### config.mk
export PLATFORM = sky130hd
export DESIGN_NAME = top
export DESIGN_NICKNAME = d
export VERILOG_FILES = /design/src/rtl/top.sv
export SDC_FILE = /design/constraint.sdc
export NUM_CORES = 1
export LEC_CHECK = 0
export CELL_PAD_IN_SITES_DETAIL_PLACEMENT = 0
export CELL_PAD_IN_SITES_GLOBAL_PLACEMENT = 2
export CORE_MARGIN = 3
export CORE_UTILIZATION = 34
export DETAILED_ROUTE_END_ITERATION = 8
export GPL_TIMING_DRIVEN = 0
export PLACE_DENSITY = 0.83
export SKIP_LAST_GASP = 1
export SLEW_MARGIN = 20
export SYNTH_ARGS = -nofsm -noshare
export SYNTH_HDL_FRONTEND = slang
export SYNTH_HIERARCHICAL = 1
export SYNTH_SLANG_ARGS = --single-unit
### constraint.sdc
create_clock -name clk_25mhz -period 1.6 [get_ports clk_25mhz]
set_input_delay 0.4 -clock clk_25mhz [delete_from_list [all_inputs] [get_ports clk_25mhz]]
set_output_delay 0.4 -clock clk_25mhz [all_outputs]
set_load 0.02 [all_outputs]
### src/rtl/top.sv
`timescale 1ns/1ps
// Board top for the 25 MHz target: synchronises six button inputs, counts hits per
// sampled value in a register file and logs every value change into a 256-word RAM.

module log_ram #(
    parameter int DEPTH = 256,
    parameter int WIDTH = 32,
    parameter int AW    = $clog2(DEPTH)
) (
    input  logic             clk_i,
    input  logic             we_i,
    input  logic [AW-1:0]    addr_i,
    input  logic [WIDTH-1:0] wdata_i
);
    logic [WIDTH-1:0] Daten [0:DEPTH-1];

    // NOTE: block RAM storage is never reset; a reset loop would stop it mapping to a RAM primitive.
    always_ff @(posedge clk_i) begin
        if (we_i) begin
            Daten[addr_i] <= wdata_i;
        end
    end
endmodule

module register_file #(
    parameter int NUM_REGS  = 64,
    parameter int REG_WIDTH = 32,
    parameter int IW        = $clog2(NUM_REGS)
) (
    input  logic          clk_i,
    input  logic          rst_i,
    input  logic [IW-1:0] idx_i
);
    logic [REG_WIDTH-1:0] registers [0:NUM_REGS-1];

    // Unlike the log RAM, the hit counters must clear on reset, so they live in flops.
    always_ff @(posedge clk_i) begin
        if (rst_i) begin
            for (int i = 0; i < NUM_REGS; i++) begin
                registers[i] <= '0;
            end
        end else begin
            registers[idx_i] <= registers[idx_i] + REG_WIDTH'(1);
        end
    end
endmodule

module cpu #(
    parameter int RAM_DEPTH = 256,
    parameter int NUM_REGS  = 64,
    parameter int REG_WIDTH = 32,
    parameter int AW        = $clog2(RAM_DEPTH),
    parameter int IW        = $clog2(NUM_REGS)
) (
    input  logic                 clk_i,
    input  logic                 rst_i,
    input  logic [IW-1:0]        data_i,
    output logic                 we_o,
    output logic [AW-1:0]        waddr_o,
    output logic [REG_WIDTH-1:0] wdata_o,
    output logic [AW-1:0]        wp_o
);
    logic [IW-1:0] s1_q, s2_q, prev_q, prev_d;
    logic [AW-1:0] wp_q, wp_d;
    logic          change;

    assign change = (s2_q != prev_q);

    // NOTE: every signal assigned in always_comb gets a default first, so no latch is inferred.
    always_comb begin
        prev_d = prev_q;
        wp_d   = wp_q;
        if (change) begin
            prev_d = s2_q;
            wp_d   = wp_q + AW'(1);
        end
    end

    // NOTE: sequential state uses non-blocking assignments so s1 -> s2 behaves as a real two-flop chain.
    always_ff @(posedge clk_i) begin
        if (rst_i) begin
            s1_q   <= '0;
            s2_q   <= '0;
            prev_q <= '0;
            wp_q   <= '0;
        end else begin
            s1_q   <= data_i;
            s2_q   <= s1_q;
            prev_q <= prev_d;
            wp_q   <= wp_d;
        end
    end

    // A reset edge must not also commit a log entry.
    assign we_o    = change & ~rst_i;
    assign waddr_o = wp_q;
    assign wdata_o = {{(REG_WIDTH-IW){1'b0}}, s2_q};
    assign wp_o    = wp_q;

    register_file #(
        .NUM_REGS (NUM_REGS),
        .REG_WIDTH(REG_WIDTH)
    ) Register (
        .clk_i(clk_i),
        .rst_i(rst_i),
        .idx_i(s2_q)
    );
endmodule

module top #(
    parameter int RAM_DEPTH = 256,
    parameter int NUM_REGS  = 64,
    parameter int REG_WIDTH = 32
) (
    input  logic       clk_25mhz,
    input  logic [6:0] btn,
    output logic [7:0] led
);
    localparam int AW = $clog2(RAM_DEPTH);

    logic                 we;
    logic [AW-1:0]        waddr;
    logic [REG_WIDTH-1:0] wdata;
    logic [AW-1:0]        wp;

    cpu #(
        .RAM_DEPTH(RAM_DEPTH),
        .NUM_REGS (NUM_REGS),
        .REG_WIDTH(REG_WIDTH)
    ) CPU (
        .clk_i  (clk_25mhz),
        .rst_i  (btn[0]),
        .data_i (btn[6:1]),
        .we_o   (we),
        .waddr_o(waddr),
        .wdata_o(wdata),
        .wp_o   (wp)
    );

    log_ram #(
        .DEPTH(RAM_DEPTH),
        .WIDTH(REG_WIDTH)
    ) ram (
        .clk_i  (clk_25mhz),
        .we_i   (we),
        .addr_i (waddr),
        .wdata_i(wdata)
    );

    assign led = wp;
endmodule

==> flow_summary.yaml, run 1 <==
status:
  outcome: "finished, final reports clean"
global_route:
  gr-max-usage-layer: "met2"
  grt_max_degree: 16
  gr-usage-all-layers_pct: 9.03
  use_met2_pct: 15.3
  gr-total-overflow: 0
  use_met1_pct: 9.94
  grt_pass1_vias: 674
  grt_pass1_wl_um: 2790
  gr-usage-met3_pct: 2.88
  antenna_found_initial: 0
route:
  drtPass1Iterations: 3
  routedWlPerCell_um: 9.52
  detail_route.vias_per_cell: 4.27
  routed_wl_um: 1560
  postRouteAntennaNets: 0
  drc: 0
  vias: 701
  drtIter0Drc: 11
clocking:
  clock_latency_ns: 0.31
  path_clk_slew_ns: 0.14
  cts_setup_buffers: 0
  cts-buffers-inserted: 3
  cts-htree-levels: 1
  clkSinkCount: 26
  root_buffer: "clkbuf_4"
  clock_path_buffers: 2
  cts_tree: "built"
  cts_hold_buf: 0
cells_and_area:
  final_common_cell: "nor2b_1"
  final_util_pct: 46.6
  nFillCells: 300
  fin_nets: 132
  final_cell_mix: "nor2b_1, dfxtp_1, buf_4"
  area_delta_synth_final_pct: 24.3
  multi_input_area_sq_um: 470
  regArea_sq_um: 529
  antenna_cells: 0
  drive_above_1_share_pct: 28.7
timing:
  drv_slew: 0
  hold_viol: 0
  fmax_mhz: 645
  finalWorstSetupSlack_ns: 0.0485
  rsz0062_at_grt: "false"
  setup_viol: 0
  fin_crit_ns: 1.55
  max_slew_margin_pct: 73.4
  worstMarginPinSlew_ns: 0.399
  clock_skew_ns: 0.00312
  finalCritPeriodShare_pct: 97.0
setup_path:
  worst_ep_arrival_time_ns: 1.15
  path_delay_family: "flip-flops"
  cp-start-kind: "flip-flop"
  path_max_fanout: 5
  criticalPathCategory: "flip-flop to output port"
  required_ns: 1.20
  path_cells: "buf_4 -> clkdlybuf4s15_1"
  crit_path_top_delay_cell: "dfxtp_1"
  path_buf_inv: 2
  max_stage_delay_ns: 0.43
  setup.worst_path.end_class: "output port"
placed_design:
  dp_slack_ns: -0.426
  portBuffers: 15
  dpl.hpwl_um: 1130
  gp_congestion: 0.698
power_and_ir_drop:
  clkPwrFrac_pct: 33.9
  pwr_density_cell_nw_per_um2: 963
  ir_worst_vdd_uv: 480
  p_int_mw: 1.02
  p_sw_uw: 281
  p_leak_nw: 0.603
  pwr-share-seq_pct: 53.7
  switching_share_pct: 21.6
  comb_power_share_pct: 12.4
yosys:
  synth_warnings: 6
  synth_area_sq_um: 1090
  syn-num-nets: 112
  syn_inst: 103
  synth_area_per_cell_sq_um: 10.6
floorplan:
  core_area_sq_um: 2900
  chipWidth_um: 62.6
  core.rowCount: 19
  initial_utilization_pct: 37.5
  pin_count: 16
  die_h_um: 62.6
  die-area_sq_um: 3910
hold_path:
  hold_path.class: "flip-flop to flip-flop"
flow_run:
  cap_violations: 0
## flip-flops by register name, summed over array words and instances (netlist names)
register     flops
CPU/prev_q       6
CPU/s1_q         6
CPU/waddr_o      8
CPU/s2_q         6
## through the flow
step / setup TNS, ns / hold slack [ns] / std cells / power (mW) / cell area, sq um
global route: 0 / 0.451 / 164 / 1.37 / 1350
global placement: -5.72 / 0.418 / 160 / 0.877 / 1290
detailed placement: -5.76 / 0.430 / 160 / 0.879 / 1290
CTS: -0.253 / 0.456 / 164 / 1.32 / 1340
floorplan: 0 / 0.414 / 103 / 0.823 / 1090
finish: 0 / 0.454 / 164 / 1.30 / 1350
## worst reg2reg max path: cells and delay by family, from the launching register on
family / cells / cell delay, ns
AO/OA/AOI/OAI: 1 / 0.07
XOR/XNOR: 1 / 0.16
buffers and inverters: 1 / 0.20
flip-flops: 1 / 0.33
multiplexers: 1 / 0.29
AND/OR/NAND/NOR: 1 / 0.35
## routing by layer
metal / routed length, um / share of wire (%)
met1: 716 / 46
met2: 737 / 47
met3: 91 / 5.8
met4: 16 / 1.0
met5: 0 / 0
## final cells by class
| cell class | instances | share of cell area (%) |
|---|---|---|
| flip-flops and latches | 26 | 39.2 |
| multi-input cells | 64 | 34.8 |
| repair buffers | 15 | 10.9 |
| plain buffers | 13 | 7.31 |
| well taps | 42 | 3.89 |
| clock inverters | 1 | 2.22 |
| clock buffers | 3 | 1.67 |
## what timing repair did
action,4_1_cts,5_1_grt
endpoints found under the setup margin,18,12
resized for setup,12,8
pin swaps,0,0
## path summary, 6_finish.rpt
kind / from / endpoint / slack, ns / cells past startpoint
worst max-delay path: CPU/waddr_o[4] / led[4] / 0.05 / 2
worst min-delay path: CPU/s1_q[1] / CPU/s2_q[1] / 0.45 / 1
worst max register to register: CPU/prev_q[4] / CPU/waddr_o[6] / 0.10 / 5
worst min register to register: CPU/s1_q[1] / CPU/s2_q[1] / 0.45 / 1
## power groups by stage
stage | Clock [mW] | Sequential, mW | Combinational [mW]
3_3_place_gp | 0 | 0.711 | 0.166
3_5_place_dp | 0 | 0.712 | 0.168
5_1_grt | 0.483 | 0.704 | 0.180
6_report | 0.441 | 0.699 | 0.161
4_1_cts | 0.458 | 0.699 | 0.164
2_1_floorplan | 0 | 0.706 | 0.118
Power figures use the tool's default switching activity.
==> run 2: changes to the inputs <==
- CORE_MARGIN: 3 -> 2
- CORE_UTILIZATION: 34 -> 36
- CTS_BUF_LIST: not set -> sky130_fd_sc_hd__clkbuf_2
- PLACE_DENSITY: 0.83 -> 0.87
==> run 2 against run 1 <==
The run now ends with setup timing left. Core utilization rose by 1.9 points. Clock skew up 0.018 ns. Global-route usage increased by 1.3 points. Largest cell class unchanged. Largest power group unchanged.
==> flow_summary.yaml, run 2 (synthesized netlist as in run 1, its figures left out) <==
floorplan:
  die-area_sq_um: 3480
  pin_count: 16
  initial_utilization_pct: 38.8
  core_area_sq_um: 2810
  die_h_um: 59.0
  chipWidth_um: 59.0
  core.rowCount: 19
setup_path:
  setup.worst_path.end_class: "output port"
  cp-start-kind: "flip-flop"
  path_delay_family: "flip-flops"
  crit_path_top_delay_cell: "dfxtp_4"
  max_stage_delay_ns: 0.44
  worst_ep_arrival_time_ns: 1.22
  required_ns: 1.20
  path_cells: "buf_4 -> dlygate4sd2_1"
  path_buf_inv: 2
  criticalPathCategory: "flip-flop to output port"
  path_max_fanout: 7
status:
  violations: "setup timing"
  outcome: "finished with violations"
global_route:
  grt_max_degree: 16
  grt_pass1_vias: 637
  gr-total-overflow: 0
  grt_pass1_wl_um: 2730
  gr-usage-all-layers_pct: 10.4
  antenna_found_initial: 0
cells_and_area:
  final_common_cell: "nor2b_1"
  nFillCells: 265
  final_cell_mix: "nor2b_1, dfxtp_1, buf_4"
  multi_input_area_sq_um: 470
  regArea_sq_um: 538
  area_delta_synth_final_pct: 25.2
  fin_nets: 137
  final_util_pct: 48.5
  largest_reg_flops: 8
  antenna_cells: 0
  drive_above_1_share_pct: 35.4
hold_path:
  hold_path.class: "flip-flop to flip-flop"
clocking:
  clkSinkCount: 26
  root_buffer: "clkbuf_2"
  clock_path_buffers: 2
  cts-htree-levels: 1
  cts-buffers-inserted: 3
  cts_tree: "built"
  cts_hold_buf: 0
  clock_latency_ns: 0.35
  path_clk_slew_ns: 0.25
placed_design:
  dp_slack_ns: -0.407
  portBuffers: 15
  dpl.hpwl_um: 1120
  gp_congestion: 0.719
timing:
  rsz0062_at_grt: "true"
  finalWorstSetupSlack_ns: -0.0176
  fmax_mhz: 618
  drv_slew: 0
  worstMarginPinSlew_ns: 0.422
  fin_crit_ns: 1.62
  clock_skew_ns: 0.0211
  max_slew_margin_pct: 71.9
  hold_viol: 0
  finalCritPeriodShare_pct: 101
  setup_viol: 1
power_and_ir_drop:
  ir_worst_vdd_uv: 467
  p_leak_nw: 0.603
  pwr_density_cell_nw_per_um2: 940
route:
  drc: 0
  vias: 704
  drtIter0Drc: 14
  detail_route.vias_per_cell: 4.46
  postRouteAntennaNets: 0
  routedWlPerCell_um: 9.88
  drtPass1Iterations: 6
  routed_wl_um: 1560
flow_run:
  cap_violations: 0
[run 2: changes by cell type in the layout (fill, tap and decap cells not counted)]
cell             change
clkbuf_4             -3
dfxtp_1              -3
clkbuf_1             +1
clkdlybuf4s15_1      +1
dlygate4sd2_1        -3
dlymetal6s2s_1       -1
dfxtp_2              +1
clkbuf_2             +5
buf_4                +5
dfxtp_4              +2
[run 2: worst reg2reg max path: stages, from the launching register on]
cell	delay, ns
dfxtp_1	0.38
xor2_1	0.14
nor4_2	0.34
buf_6	0.20
a21oi_2	0.08
mux2_4	0.29
[run 2: area by class of cell]
class	count	share of cell area [%]
clock inverter	1	2.21
sequential	26	39.5
timing repair buffer	20	12.6
buffer	13	7.17
tap	31	2.85
multi-input combinational	64	34.6
clock buffer	3	1.10
[run 2: path summary, 6_finish.rpt]
path	depth (start not counted)	slack [ns]	endpoint	startpoint
setup / recovery	2	-0.02	led[2]	CPU/waddr_o[2]
hold / removal	1	0.44	CPU/s2_q[4]	CPU/s1_q[4]
setup reg to reg	5	0.09	CPU/waddr_o[7]	CPU/s2_q[4]
hold reg to reg	1	0.44	CPU/s2_q[4]	CPU/s1_q[4]
[run 2: power breakdown]
group          total (mW)  internal (mW)  switching, mW
Clock               0.409          0.215          0.194
Combinational       0.177         0.0955         0.0814
Sequential          0.693          0.678         0.0154
[run 2: stage by stage]
step / setup TNS [ns] / power, mW / instance area, sq um / instances / hold slack (ns)
2_1_floorplan: 0 / 0.823 / 1090 / 103 / 0.414
3_3_place_gp: -5.17 / 0.875 / 1280 / 149 / 0.418
3_5_place_dp: -5.32 / 0.879 / 1280 / 149 / 0.420
4_1_cts: -0.0554 / 1.29 / 1340 / 155 / 0.461
5_1_grt: -0.0761 / 1.34 / 1360 / 158 / 0.470
6_report: -0.0176 / 1.28 / 1360 / 158 / 0.444
[run 2: what timing repair did]
| action | CTS | global route |
|---|---|---|
| endpoints found under the hold margin | 0 | 0 |
| gates cloned | 0 | 0 |
| gates resized for setup | 18 | 13 |
| setup endpoints to repair | 8 | 18 |
| buffers inserted | 2 | 3 |
[run 2: routing by layer]
metal  share of wire, %  vias to the layer above  track usage (%)
met5                  0                        -                0
met4               0.83                        0             4.87
met3                3.8                        2             2.64
met2                 46                       12             16.3
met1                 50                      317             13.2
li1                   -                      373                -
